## src/rtl/yuv422_fb_pkg.sv

```systemverilog
// Shared definitions for the yuv422 framebuffer writer and reader.
// Word layout, black levels and reader FSM states.
package yuv422_fb_pkg;

   typedef struct packed {
      logic [7:0] cr;
      logic [7:0] y1;
      logic [7:0] cb;
      logic [7:0] y0;
   } yuv422_word_t;

   localparam logic [7:0] BLACK_Y = 8'h10;
   localparam logic [7:0] BLACK_C = 8'h80;

   typedef enum logic {
      WAIT_VS,
      ACTIVE
   } rd_state_e;

endpackage

```

## src/rtl/yuv422_fb_addr_gen.sv

```systemverilog
// Raster counters and BRAM address generation for the yuv422 reader.
// Row base is accumulated so no multiplier is needed.
module yuv422_fb_addr_gen #(
   parameter int         FB_W        = 64,
   parameter int         FB_H        = 48,
   parameter int         SCALE_SHIFT = 0,
   parameter int         CNT_W       = 12,
   parameter logic       VS_POL      = 1'b1,
   parameter int         LINES       = FB_W * FB_H / 2,
   localparam int        AW          = $clog2(LINES)
) (
   input  logic          clk_i,
   input  logic          rst_ni,
   input  logic          de_i,
   input  logic          vsync_i,
   output logic [AW-1:0] rd_addr_o,
   output logic          in_area_o,
   output logic          odd_o,
   output logic          vs_edge_o
);

   localparam logic [CNT_W-1:0] FB_W_C = CNT_W'(FB_W);
   localparam logic [CNT_W-1:0] FB_H_C = CNT_W'(FB_H);
   localparam logic [AW-1:0]    ROW_W  = AW'(FB_W / 2);

   logic             de_q;
   logic             vs_q;
   logic [CNT_W-1:0] dx;
   logic [CNT_W-1:0] dy;
   logic [CNT_W-1:0] dx_inc;
   logic [CNT_W-1:0] dy_inc;
   logic [CNT_W-1:0] sx;
   logic [CNT_W-1:0] sy;
   logic [CNT_W-1:0] sy_inc;
   logic [AW-1:0]    row_base;
   logic             de_fall;
   logic             row_adv;

   assign vs_edge_o = (vsync_i == VS_POL) && (vs_q != VS_POL);
   assign de_fall   = de_q && !de_i;
   assign dx_inc    = (dx == '1) ? dx : dx + 1'b1;
   assign dy_inc    = (dy == '1) ? dy : dy + 1'b1;
   assign sx        = dx >> SCALE_SHIFT;
   assign sy        = dy >> SCALE_SHIFT;
   assign sy_inc    = dy_inc >> SCALE_SHIFT;
   assign row_adv   = (sy_inc != sy) && (sy_inc < FB_H_C);
   assign in_area_o = (sx < FB_W_C) && (sy < FB_H_C);
   assign odd_o     = sx[0];

   // Edge detect, saturating counters, row base and read address.
   always_ff @(posedge clk_i) begin
      if (!rst_ni) begin
         de_q      <= 1'b0;
         vs_q      <= VS_POL;
         dx        <= '0;
         dy        <= '0;
         row_base  <= '0;
         rd_addr_o <= '0;
      end else begin
         de_q <= de_i;
         vs_q <= vsync_i;
         if (vs_edge_o) begin
            dx        <= '0;
            dy        <= '0;
            row_base  <= '0;
            rd_addr_o <= '0;
         end else begin
            if (de_i && in_area_o)
               rd_addr_o <= row_base + AW'(sx >> 1);
            if (de_fall) begin
               dx <= '0;
               dy <= dy_inc;
               if (row_adv)
                  row_base <= row_base + ROW_W;
            end else if (de_i) begin
               dx <= dx_inc;
            end
         end
      end
   end

endmodule

```

## src/rtl/yuv422_fb_reader.sv

```systemverilog
// Raster reader for the yuv422 framebuffer feeding the HDMI encoder.
// Two-cycle pipeline: address, then unpacked Y/C pair.
module yuv422_fb_reader
   import yuv422_fb_pkg::*;
#(
   parameter int         FB_W        = 64,
   parameter int         FB_H        = 48,
   parameter int         SCALE_SHIFT = 0,
   parameter int         CNT_W       = 12,
   parameter logic       VS_POL      = 1'b1,
   parameter int         LINES       = FB_W * FB_H / 2,
   localparam int        AW          = $clog2(LINES)
) (
   input  logic          clk_i,
   input  logic          rst_ni,
   input  logic          de_i,
   input  logic          hsync_i,
   input  logic          vsync_i,
   output logic [AW-1:0] rd_addr_o,
   input  logic [31:0]   rd_d_i,
   output logic [7:0]    y_o,
   output logic [7:0]    c_o,
   output logic          de_o,
   output logic          hsync_o,
   output logic          vsync_o
);

   rd_state_e    state;
   yuv422_word_t w;
   logic         in_area;
   logic         odd;
   logic         vs_edge;
   logic         de_d1;
   logic         hs_d1;
   logic         vs_d1;
   logic         ok_d1;
   logic         odd_d1;

   assign w = rd_d_i;

   yuv422_fb_addr_gen #(
      .FB_W        (FB_W),
      .FB_H        (FB_H),
      .SCALE_SHIFT (SCALE_SHIFT),
      .CNT_W       (CNT_W),
      .VS_POL      (VS_POL),
      .LINES       (LINES)
   ) u_addr (
      .clk_i     (clk_i),
      .rst_ni    (rst_ni),
      .de_i      (de_i),
      .vsync_i   (vsync_i),
      .rd_addr_o (rd_addr_o),
      .in_area_o (in_area),
      .odd_o     (odd),
      .vs_edge_o (vs_edge)
   );

   // Picture is blanked until the first vsync leading edge.
   always_ff @(posedge clk_i) begin
      if (!rst_ni) begin
         state <= WAIT_VS;
      end else begin
         unique case (state)
            WAIT_VS: if (vs_edge) state <= ACTIVE;
            ACTIVE:  state <= ACTIVE;
            default: state <= WAIT_VS;
         endcase
      end
   end

   // Stage 1: delay timing and qualify the pixel alongside the address.
   always_ff @(posedge clk_i) begin
      if (!rst_ni) begin
         de_d1  <= 1'b0;
         hs_d1  <= 1'b0;
         vs_d1  <= 1'b0;
         ok_d1  <= 1'b0;
         odd_d1 <= 1'b0;
      end else begin
         de_d1  <= de_i;
         hs_d1  <= hsync_i;
         vs_d1  <= vsync_i;
         ok_d1  <= de_i && in_area && (state == ACTIVE);
         odd_d1 <= odd;
      end
   end

   // Stage 2: unpack the BRAM word or emit black.
   always_ff @(posedge clk_i) begin
      if (!rst_ni) begin
         de_o    <= 1'b0;
         hsync_o <= 1'b0;
         vsync_o <= 1'b0;
         y_o     <= '0;
         c_o     <= '0;
      end else begin
         de_o    <= de_d1;
         hsync_o <= hs_d1;
         vsync_o <= vs_d1;
         if (de_d1 && ok_d1) begin
            y_o <= odd_d1 ? w.y1 : w.y0;
            c_o <= odd_d1 ? w.cr : w.cb;
         end else begin
            y_o <= BLACK_Y;
            c_o <= BLACK_C;
         end
      end
   end

endmodule
```

## config.mk

```make
export PLATFORM = sky130hd
export DESIGN_NAME = yuv422_fb_reader
export DESIGN_NICKNAME = d
export VERILOG_FILES = /design/src/rtl/yuv422_fb_pkg.sv /design/src/rtl/yuv422_fb_addr_gen.sv /design/src/rtl/yuv422_fb_reader.sv
export SDC_FILE = /design/constraint.sdc
export NUM_CORES = 1
export LEC_CHECK = 0
export ABC_AREA = 1
export BUFFER_PORTS_ARGS = -buffer_cell sky130_fd_sc_hd__buf_2
export CORE_UTILIZATION = 59
export CTS_CLUSTER_DIAMETER = 60
export CTS_CLUSTER_SIZE = 28
export DETAILED_ROUTE_END_ITERATION = 8
export HOLD_SLACK_MARGIN = 0.08
export PLACE_DENSITY_LB_ADDON = 0.08
export SYNTH_ARGS = -nofsm -noshare
export SYNTH_HDL_FRONTEND = slang
export SYNTH_SLANG_ARGS = --single-unit
```

## constraint.sdc

```tcl
create_clock -name clk_i -period 4.4 [get_ports clk_i]
set_input_delay 0.44 -clock clk_i [delete_from_list [all_inputs] [get_ports clk_i]]
set_output_delay 0.44 -clock clk_i [all_outputs]
set_load 0.02 [all_outputs]
```

Yosys cells after proc, flatten, opt, wreduce, memory -nomap -nowiden
Index checks and enable logic that the tools add are counted.

Reductions and logical operators: 13. Bitwise operators: 4. Add/sub/neg operators: 4. Equal/unequal tests: 3. Mux-type cells: 7. $lt $le $gt $ge: 3.

Operator list (count): adder 12 x 1 -> 12 bit (second input constant) (2); == test 12 bit (second input constant) (2); < comparator 12 x 6 -> 1 bit (second input constant) (2); 2-to-1 mux 8 bit (3); < comparator 12 x 7 -> 1 bit (second input constant) (1); 2-to-1 mux 12 bit (1); inequality test 12 bit (1); adder 11 bit (1); adder 11 x 6 -> 11 bit (second input constant) (1); logical AND 1 bit (7); AND reduction 2 bit (3); 2-to-1 mux 5 bit (1); inverter 1 bit (4); OR reduction 3 bit (1); one-hot mux 1 bit (2 select lines) (1); OR reduction 2 bit (1); logical NOT 1 bit (1); 2-to-1 mux 1 bit (1).

Output and inout port bits: 30. Register bits after elaboration: 72. Bits of input ports: 37. Logic and storage cells: 52.

Depth between registers and ports, before layout
Gate-level depths: netlist of run 1.

Word-level depth: 5. Mapped depth: 13. Mapped depth without buffers: 13.

Hierarchy
From an unflattened synthesis of run 1, not the netlist that was laid out.

Cell total of the unflattened synthesis: 419. Area, all modules: 3309.4 um^2.

By module, submodules not included: yuv422_fb_addr_gen (sequential area each 860.8 um^2, cells each 316, area each 2386.0 um^2, instances 1); yuv422_fb_reader (sequential area each 500.5 um^2, cells each 103, area each 923.4 um^2, instances 1).

Worst setup path after synthesis of run 1
No wires, ideal clock.

Path type: register to register. Start point: reg u_addr.dy[0]. End point: reg u_addr.row_base[6]. Data arrival time: 1552 ps. Cell stages (with the launch flop): 12. Library setup time: 115 ps. Path slack: 2733 ps. Path buffers: 0. Period minus slack after synthesis: 1667 ps. Required time: 4285 ps. Path through: dfxtp_1 -> ha_1 -> inv_1 -> nor2_4 -> nand3_2 -> nand2_1 -> a21oi_1 -> nand2_2 -> nor2_8 -> nand2_2 -> o21ai_1 -> nor2_1.

Cells in the longest elaborated chain, start to end: 5. Elaborated cells on any way between the ends: 7. Those cells by class: add/sub: 1; order compare: 1; eq/ne: 2; mux: 1; reduce/logical: 2.

Ends and longest elaborated chain: from (decl) (RTL line yuv422_fb_addr_gen.sv:29) `logic [CNT_W-1:0] dy;`; from (signal assigned) (RTL line yuv422_fb_addr_gen.sv:72) `dy <= dy_inc;`; adder 12 x 1 -> 12 bit / == test 12 bit (equally long branches) (RTL line yuv422_fb_addr_gen.sv:42) `assign dy_inc = (dy == '1) ? dy : dy + 1'b1;`; 2-to-1 mux 12 bit (RTL line yuv422_fb_addr_gen.sv:42); < comparator 12 x 6 -> 1 bit / inequality test 12 bit (equally long branches) (RTL line yuv422_fb_addr_gen.sv:46) `assign row_adv = (sy_inc != sy) && (sy_inc < FB_H_C);`; logical AND 1 bit (*) (RTL line yuv422_fb_addr_gen.sv:46); AND reduction 2 bit (no line) (*); to (signal assigned) (RTL line yuv422_fb_addr_gen.sv:74) `row_base <= row_base + ROW_W;`; to (decl) (RTL line yuv422_fb_addr_gen.sv:35) `logic [AW-1:0] row_base;`.

Mark *: on every way between the ends. The rest lies on a longest branch, timed or not. A chain may end at the register's enable or synchronous reset.

Worst setup path after layout of run 1
Start point: reg u_addr.dx[0]. End point: reg u_addr.dx[6].

Cells in the longest elaborated chain, start to end: 3. Elaborated cells on any way between the ends: 4. Those cells by class: add/sub: 1; eq/ne: 1; bitwise: 1; reduce/logical: 1.

Ends and longest elaborated chain: from (decl) (RTL line yuv422_fb_addr_gen.sv:28) `logic [CNT_W-1:0] dx;`; from (signal assigned) (RTL line yuv422_fb_addr_gen.sv:76) `dx <= dx_inc;`; parallel branches: the longest is 3 deep, another holds adder 12 x 1 -> 12 bit.

Several ways; the timed one is not identified.

==> flow_metrics.tcl, run 1 <==
set metrics [dict create \
    status "completed" \
    critPathRequiredTime_ns 4.66 \
    drc 0 \
    endpoint_kind "flop" \
    criticalPathCategory "reg -> reg" \
    holdPathStages 3 \
    grt_usage_pct 28.7 \
    drtIter0Drc 171 \
    cap_viol_max_count 0 \
    rsz0062_at_grt "false" \
    ys_seq_area_share_pct 40.8 \
    grt_pass1_wl_um 13400 \
    io_pins 67 \
    skew_ns 0.0111 \
    syn_area_mm2 0.00329 \
    grt_start_max_net_pins 20 \
    antenna_found_initial 0 \
    fin_nets 568 \
    grt_pass1_vias 3067 \
    syn_area_per_cell_um2 7.26 \
    powerDensity_mw_per_mm2 318 \
    hold_viol_final 0 \
    ant_nets 0 \
    reg2reg_from "u_addr.dx[0]" \
    die_w_um 76.6 \
    synth_cell_types 35 \
    startpoint "u_addr.dx[0]" \
    gr-total-overflow 0 \
    relSlewSlack_pct 58.9 \
    max_freq_mhz 497 \
    cts_tree "yes" \
    start_util_pct 62.8 \
    syn-num-nets 499 \
    wirelength_um 7820 \
    dr.pass1.iters 4 \
    cts_buffer_depth 2 \
    core-area_mm2 0.00524 \
    hold_buffers 0 \
    synth_edf_count 0 \
    clkSinkCount 67 \
    synth_top_area_share_pct 40.8 \
    clockRootBuffer "clkbuf_8" \
    cts_resized 0 \
    placed_area_mm2 0.00368 \
    synthCells 453 \
    worstPathArrival_ns 2.27 \
    holdCritPathClass "in -> reg" \
    ys_top_cells_by_area "dfxtp_1 (41%), nand2_1 (13%), inv_1 (6.6%)" \
    dp_hpwl_um 5840 \
    synth_seq_cells 67 \
    fin_total_pwr_uw 1220 \
    die_h_um 76.6 \
    synth_warnings 0 \
    vias_per_cell 5.27 \
    rows 26 \
    num_vias 3138 \
    fin_crit_ns 2.01 \
    synthTopCellsByCount "nand2_1 (113), dfxtp_1 (67), inv_1 (58), a21oi_1 (38), nor2_1 (36)" \
    leakage_uw 0.00180 \
    drive_gt1_share_pct 21.1 \
    portBuffers 66 \
    die-area_mm2 0.00587 \
    reg2regPathDepth 9 \
    yosysTopAreaCell "dfxtp_1" \
    antennaDiodeCount 0 \
    clkSlewWorstSetupHoldPaths_ns 0.07 \
    ir_drop_mv 0.239 \
    worstMarginPinSlew_ns 0.615 \
    path_max_fanout 11 \
    area_growth_syn_to_layout_pct 17.4 \
    startpoint_type "flop" \
    finalSetupTns_ns 0 \
    finalCritPeriodShare_pct 45.7 \
    clk_latency_ns 0.35 \
    min-delay-start "hsync_i" \
    finalMaxSlewViolations 0 \
    htreeDepth 3 \
    worstReg2RegEnd "u_addr.dx[6]" \
    fin_area_mm2 0.00386 \
    synth_flop_cell "dfxtp_1" \
    ys_async_sr_fraction_pct 0 \
    min_to "hs_d1" \
    wl_per_cell_um 13.1 \
    postCtsSetupBuffers 0 \
    numCtsBuffers 9 \
    r2r_setup_slack_ns 2.39 \
    synth_most_common_cell "nand2_1" \
    filler_cell_count 433 \
    gp_congestion 0.902 \
    setup_violations 0 \
]
==> flip-flops by register name (all words and copies together), names as in the netlist <==
| register | cells |
|---|---|
| c_o | 8 |
| de_o | 1 |
| hs_d1 | 1 |
| hsync_o | 1 |
| odd_d1 | 1 |
| ok_d1 | 1 |
| state | 1 |
| u_addr.de_q | 1 |
| u_addr.dx | 12 |
| u_addr.dy | 12 |
| u_addr.rd_addr_o | 11 |
| u_addr.row_base | 6 |
| u_addr.vs_q | 1 |
| vs_d1 | 1 |
| vsync_o | 1 |
| y_o | 8 |
==> critical path, cell delays in order, from the launching register on <==
cell	delay (ns)
dfxtp_1	0.43
ha_1	0.26
inv_1	0.07
nor4_1	0.18
nand3_1	0.10
nand2_1	0.30
inv_1	0.22
nand2_1	0.13
nor2_1	0.05
nor3b_1	0.19
==> placed cells by master (no fill, tap or decap), types with 2 or more instances in the layout <==
cell / instances
o22ai_1: 5
clkbuf_8: 9
buf_2: 66
o21ai_1: 2
nor3b_1: 2
a31oi_1: 2
nand2_2: 8
nor2_2: 5
ha_1: 8
nor2_4: 6
clkinv_2: 4
o21ai_0: 24
nand4_1: 10
nand2_4: 2
nand2_1: 113
nor2_1: 36
nand3_2: 2
nor4_1: 4
inv_1: 58
mux2_2: 2
a21oi_1: 38
xor2_1: 4
dfxtp_1: 67
nor3_1: 7
nor2_8: 2
nand3_1: 25
o21bai_1: 2
xnor2_1: 3
==> cell families (layout without fill, tap and decap cells) <==
group	count (synthesis)	count (layout)	synth area share, %
AND/OR/NAND/NOR	223	223	32.3
multiplexers	2	2	0.685
adder cells (fa/ha/maj)	9	9	3.65
AO/OA/AOI/OAI	77	77	12.9
XOR/XNOR	7	7	1.87
buffers and inverters	68	141	7.84
flip-flops	67	67	40.8
==> report_power, final <==
| group | switching [uW] | internal (uW) |
|---|---|---|
| registers | 11.4 | 622 |
| logic | 63.5 | 36.3 |
| clock network | 237 | 254 |
| total | 312 | 913 |
==> worst max path at each step <==
stage | end | depth (start not counted)
finish | u_addr.dx[6] | 9
global placement | u_addr.row_base[6] | 11
global route | u_addr.dx[6] | 9
floorplan | u_addr.row_base[6] | 11
detailed placement | u_addr.row_base[6] | 11
CTS | u_addr.dx[6] | 9
==> per-stage QoR <==
step / worst slack, ns / cells / hold slack, ns / utilization (%)
after floorplan: 2.73 / 453 / 0.390 / -
after global placement: 2.45 / 581 / 0.394 / 70.2
after detailed placement: 2.42 / 581 / 0.413 / 70.2
after CTS: 2.44 / 596 / 0.274 / 73.7
after global routing: 2.18 / 596 / 0.310 / 73.7
final: 2.39 / 596 / 0.276 / 73.7
==> metal layers <==
layer | vias to the layer above | GRT usage (%) | wire length [um]
met1 | 1418 | 33.3 | 3310
met2 | 95 | 51.4 | 3920
met3 | 18 | 4.55 | 407
met5 | - | 0 | 0
li1 | 1607 | - | -
met4 | 0 | 13.3 | 178
==> layout make-up <==
type	instances	area (um^2)	share of cell area [%]
clock buffers	9	124	3.21
clock inverters	6	57.6	1.49
inverters	59	221	5.74
multi-input cells	318	1690	43.8
flip-flops and latches	67	1340	34.8
well taps	70	87.6	2.27
repair buffers	67	338	8.76
(Power assumes the default switching activity.)
==> run 2: changes to the inputs <==
ABC_AREA = 0   (was 1)
CORE_UTILIZATION = 54   (was 59)
clock period = 1.9 ns   (was 4.4 ns; I/O delays follow)
==> run 2 against run 1 <==
Clock power grew to 3.1 times the previous value. Synthesized cell count decreased by 27%. Register-to-register slack lost 2.4 ns. Worst hold slack lost 0.20 ns. Sequential power is 130% higher. Clock skew shrank 0.0032 ns. First-iteration DRC count down 8.2%. Final area rose by 4.5%. Critical path type unchanged.
==> flow_metrics.tcl, run 2 <==
set metrics [dict create \
    synth_seq_cells 67 \
    gr-total-overflow 0 \
    crit_chain "ha_2, buf_6, nand3_1, nand2_1, mux2i_4, nand4_4, or3_4, a21oi_2" \
    p_sw_share_pct 21.4 \
    rsz0062_at_grt "true" \
    final_common_cell "buf_2" \
    p_sw_uw 674 \
    critPathRequiredTime_ns 2.18 \
    startpoint_type "flop" \
    combPwrFrac_pct 6.2 \
    fin_area_mm2 0.00403 \
    vias_per_cell 5.35 \
    filler_cell_count 364 \
    ys_top_cells_by_area "dfxtp_1 (44%), mux2i_1 (10%), nor2_1 (6.8%)" \
    worstPathArrival_ns 2.15 \
    drtIter0Drc 157 \
    dp_hpwl_um 4640 \
    grt_usage_pct 24.3 \
    synth_edf_count 0 \
    top_regs "u_addr.dx x12, u_addr.dy x12, u_addr.rd_addr_o x11" \
    ant_nets 0 \
    setup_violations 0 \
    mostFrequentLayoutCells "buf_2 (66), dfxtp_1 (57), nor2_1 (55)" \
    relSlewSlack_pct 62.5 \
    clockRootBuffer "clkbuf_8" \
    fin_nets 474 \
    grt_pass1_vias 2589 \
    die_w_um 76.8 \
    drive_gt1_share_pct 30.9 \
    critPathMaxStageDelay_ns 0.36 \
    synthTopCellsByCount "dfxtp_1 (67), nor2_1 (55), mux2i_1 (31), nand2_1 (19), nand3_1 (15)" \
    seq_area_mm2 0.00136 \
    die_h_um 76.8 \
    synth_flop_cell "dfxtp_1" \
    finalCritPeriodShare_pct 98.1 \
    numCtsBuffers 9 \
    die-area_mm2 0.00590 \
    cts_buffer_depth 2 \
    wirelength_um 7080 \
    cellInternalPower_uw 2470 \
    dr.pass1.iters 4 \
    holdCritPathClass "in -> reg" \
    fin_hold_ws_ns 0.0796 \
    finalMaxSlewViolations 0 \
    cts_tree "yes" \
    fin_crit_ns 1.86 \
    htreeDepth 3 \
    clockPowerShare_pct 48.1 \
    drc 0 \
    ys_seq_area_share_pct 44.4 \
    clkSinkCount 67 \
    critPathSlowestCell "dfxtp_4" \
    synth_top_area_share_pct 44.4 \
    endpoint_kind "flop" \
    start_util_pct 57.7 \
    area_growth_syn_to_layout_pct 33.5 \
    cap_viol_max_count 0 \
    ir_drop_mv 0.803 \
    gp_congestion 0.859 \
    max_freq_mhz 536 \
    wl_per_cell_um 14.1 \
    clkSlewWorstSetupHoldPaths_ns 0.08 \
    core-area_mm2 0.00524 \
    path_max_fanout 7 \
    antenna_found_initial 0 \
    ys_async_sr_fraction_pct 0 \
    clk_latency_ns 0.35 \
    skew_ns 0.00787 \
    worstMarginPinSlew_ns 0.561 \
    place_ws_ns 0.00490 \
    worst_slack_ns 0.0357 \
    antennaDiodeCount 0 \
    io_pins 67 \
    powerDensity_mw_per_mm2 780 \
    grt_start_max_net_pins 23 \
    syn_area_mm2 0.00302 \
    synth_most_common_cell "dfxtp_1" \
    criticalPathCategory "reg -> reg" \
    syn-num-nets 376 \
    placed_area_mm2 0.00355 \
    seqPwrFrac_pct 45.7 \
    grt_pass1_wl_um 11400 \
    syn_area_per_cell_um2 9.15 \
    leakage_uw 0.00173 \
    hold_viol_final 0 \
    synth_cell_types 42 \
    multi_input_area_mm2 0.00165 \
    synthCells 330 \
    synth_warnings 0 \
    portBuffers 66 \
    status "completed" \
    yosysTopAreaCell "dfxtp_1" \
    num_vias 2691 \
    rows 26 \
]
run 2: cell count changes after synthesis, moves of 5 or more:
cell / before / now
nand2_2: 8 / 0
o22ai_1: 5 / 0
and2_1: 0 / 9
nor2_4: 6 / 0
inv_1: 58 / 8
nor2_2: 5 / 0
nand2_1: 113 / 19
mux2i_1: 0 / 31
xor2_1: 4 / 12
o21ai_0: 24 / 9
nor2_1: 36 / 55
nand3_1: 25 / 15
a21oi_1: 38 / 14
run 2: path summary, 6_finish.rpt:
path                                   start                 end  slack (ns)  cells after the start
worst max-delay path            u_addr.dy[0]  u_addr.row_base[9]        0.04                      8
worst min-delay path              rd_d_i[13]              c_o[5]        0.08                      3
worst min register to register         hs_d1             hsync_o        0.43                      1
worst max register to register  u_addr.dy[0]  u_addr.row_base[9]        0.04                      8
run 2: repair_timing:
action	in CTS	in global routing
pin swaps	0	9
setup buffers	1	0
endpoints found under the hold margin	11	0
hold buffers	13	0
gates resized for setup	2	26
endpoints found under the setup margin	2	9
run 2: cell type report:
type	instances	share of cell area, %
clock inverter	5	2.67
inverter	8	0.745
tap	70	2.17
clock buffer	11	3.76
sequential	67	33.8
timing repair buffer	103	16.0
multi-input combinational	239	40.9
run 2: power groups by stage:
| stage | logic, uW | clock network [uW] | registers, uW |
|---|---|---|---|
| final | 196 | 1510 | 1440 |
| after global routing | 213 | 1570 | 1440 |
| after CTS | 192 | 1520 | 1440 |
| after detailed placement | 168 | 0 | 1470 |
| after global placement | 165 | 0 | 1470 |
| after floorplan | 96.1 | 0 | 1470 |
run 2: stage by stage:
step / total power [uW] / setup TNS (ns) / std cells / utilization [%]
after detailed placement: 1640 / 0 / 473 / 67.7
final: 3140 / 0 / 503 / 77.0
after global routing: 3220 / -0.0340 / 503 / 77.0
after floorplan: 1570 / 0 / 330 / -
after CTS: 3150 / 0 / 503 / 75.6
after global placement: 1640 / 0 / 473 / 67.7
run 2: critical path: cells and delay by family (launching register included):
family,cells,cell delay (ns)
AO/OA/AOI/OAI,1,0.13
adder cells (fa/ha/maj),1,0.21
buffers and inverters,1,0.14
flip-flops,1,0.36
multiplexers,1,0.20
AND/OR/NAND/NOR,4,0.75
run 2: kinds of logic (layout without fill, tap and decap cells):
group,count (synthesis),count (layout),share of synthesized area (%)
compound gates,39,39,8.29
buf+inv,24,127,3.77
mux,31,31,10.3
simple gates,141,141,23.8
fa+ha+maj,9,9,3.98
xor+xnor,19,19,5.51
flops,67,67,44.4
run 2: per-layer routing:
metal	up-vias	part of all wire (%)	GRT usage (%)
met5	-	0	0
met4	0	2.8	12.9
met3	16	3.1	4.05
met2	59	49	41.8
met1	1263	45	28.8
li1	1353	-	-
==> run 3: changes to the inputs <==
BUFFER_PORTS_ARGS = -buffer_cell sky130_fd_sc_hd__clkbuf_2   (was -buffer_cell sky130_fd_sc_hd__buf_2)
SETUP_SLACK_MARGIN = 0.5   (was unset)
==> run 3 against run 2 <==
Via count grew 9.6%. Core utilization rose by 8.9 points. Clock skew grew 0.0014 ns. Final area grew 12%. Clock-buffer cell count down 1. Critical endpoint is now u_addr.row_base[7]. Highest routed layer unchanged.
==> flow_metrics.tcl, run 3 (same netlist as run 2, synthesis figures left out) <==
set metrics [dict create \
    status "completed" \
    fin_crit_ns 1.84 \
    cpLargestDelayFamily "simple AND/OR/NAND/NOR gates" \
    crit_chain "nand4_4, buf_6, o31ai_4, and3_4, nand4_4, or3_1, a21oi_1" \
    startpoint "u_addr.dy[4]" \
    path_buf_inv 1 \
    finalCritPeriodShare_pct 97.0 \
    finalSetupTns_ns 0 \
    critPathSlowestCell "dfxtp_4" \
    dr.pass1.iters 7 \
    rows 26 \
    ir_drop_mv 0.711 \
    finalMaxSlewViolations 0 \
    grt_start_max_net_pins 27 \
    dp_hpwl_um 4620 \
    wl_per_cell_um 16.4 \
    cts_buffer_depth 2 \
    final_common_cell "clkbuf_2" \
    max_freq_mhz 543 \
    path_common_cell "nand4_4" \
    htreeDepth 3 \
    vias_per_cell 5.63 \
    critPathRequiredTime_ns 2.18 \
    start_util_pct 57.7 \
    hold_viol_final 0 \
    grt_pass1_vias 2903 \
    grt_usage_pct 28.2 \
    worstMarginPinSlew_ns 0.542 \
    path_max_fanout 7 \
    area_growth_syn_to_layout_pct 49.0 \
    setup_violations 0 \
    io_pins 67 \
    die_h_um 76.8 \
    drive_gt1_share_pct 45.4 \
    antennaDiodeCount 0 \
    wirelength_um 8610 \
    clk_latency_ns 0.35 \
    endpoint_kind "flop" \
    powerDensity_mw_per_mm2 663 \
    reg2regPathDepth 7 \
    r2r_setup_slack_ns 0.06 \
    die-area_mm2 0.00590 \
    mostFrequentLayoutCells "clkbuf_2 (66), nor2_1 (49), dfxtp_1 (46)" \
    clkSinkCount 67 \
    relSlewSlack_pct 63.7 \
    fin_area_mm2 0.00450 \
    grt_pass1_wl_um 13100 \
    drtIter0Drc 194 \
    holdCritPathClass "in -> reg" \
    num_vias 2950 \
    leakage_uw 0.00190 \
    reg2reg_from "u_addr.dy[4]" \
    numCtsBuffers 9 \
    core-area_mm2 0.00524 \
    cap_viol_max_count 0 \
    worstSetupPathDepth 7 \
    gp_congestion 0.879 \
    skew_ns 0.00929 \
    crit_path_end "u_addr.row_base[7]" \
    placed_area_mm2 0.00359 \
    rsz0062_at_grt "true" \
    drc 0 \
    gr-total-overflow 0 \
    critPathMaxStageDelay_ns 0.37 \
    cts_tree "yes" \
    top_regs "u_addr.dx x12, u_addr.dy x12, u_addr.rd_addr_o x11" \
    die_w_um 76.8 \
    ant_nets 0 \
    fin_nets 495 \
    fin_total_pwr_uw 2980 \
    clkSlewWorstSetupHoldPaths_ns 0.07 \
    clockRootBuffer "clkbuf_8" \
    criticalPathCategory "reg -> reg" \
    startpoint_type "flop" \
    worstReg2RegEnd "u_addr.row_base[7]" \
    portBuffers 66 \
    worstPathArrival_ns 2.13 \
    antenna_found_initial 0 \
]
-- run 3: worst min-delay path by stage --
stage / endpoint / cells after the start / from / slack [ns]
CTS: vs_d1 / 2 / vsync_i / 0.08
floorplan: u_addr.vs_q / 1 / vsync_i / 0.29
global route: c_o[4] / 3 / rd_d_i[28] / 0.09
finish: c_o[5] / 3 / rd_d_i[13] / 0.08
detailed placement: hs_d1 / 2 / hsync_i / 0.41
global placement: hs_d1 / 2 / hsync_i / 0.40
-- run 3: cell type report --
class                      instances  area, um^2
tap                               70        87.6
inverter                           8        30.0
fill                             263         738
clock inverter                     6        88.8
multi-input combinational        239        1900
clock buffer                      10         128
timing repair buffer             124         876
sequential                        67        1390
-- run 3: what timing repair did --
| item | in CTS | in global routing |
|---|---|---|
| resized for setup | 59 | 33 |
| hold buffers | 12 | 0 |
| setup buffers | 21 | 8 |
| hold endpoints to repair | 8 | 0 |
| cloned | 1 | 0 |
| setup endpoints to repair | 37 | 40 |
| pin swaps | 40 | 27 |
-- run 3: routing by layer --
layer	track usage, %	vias to the layer above	part of all wire [%]
met5	0	-	0
met4	14.0	0	2.5
met3	5.71	25	4.6
met2	51.8	110	54
met1	30.3	1431	39
li1	-	1384	-
-- run 3: stage by stage --
| stage | hold slack (ns) | instances | setup WS (ns) | utilization [%] |
|---|---|---|---|---|
| finish | 0.0786 | 524 | 0.0568 | 85.9 |
| floorplan | 0.291 | 330 | 0.110 | - |
| global route | 0.0868 | 524 | -0.0142 | 85.9 |
| global placement | 0.403 | 466 | 0.0950 | 68.5 |
| CTS | 0.0807 | 516 | 0.103 | 82.0 |
| detailed placement | 0.410 | 466 | 0.0126 | 68.5 |
-- run 3: worst reg2reg max path: stages (launching register included) --
cell and delay, ns:
dfxtp_4 0.37, nand4_4 0.17, buf_6 0.17, o31ai_4 0.23, and3_4 0.24, nand4_4 0.12
or3_1 0.36, a21oi_1 0.11
-- run 3: power breakdown --
part	internal [uW]	total [uW]	switching (uW)	leakage [uW]
logic	121	231	110	0.00123
registers	1410	1430	18.9	0.000556
clock network	742	1320	578	0.000111
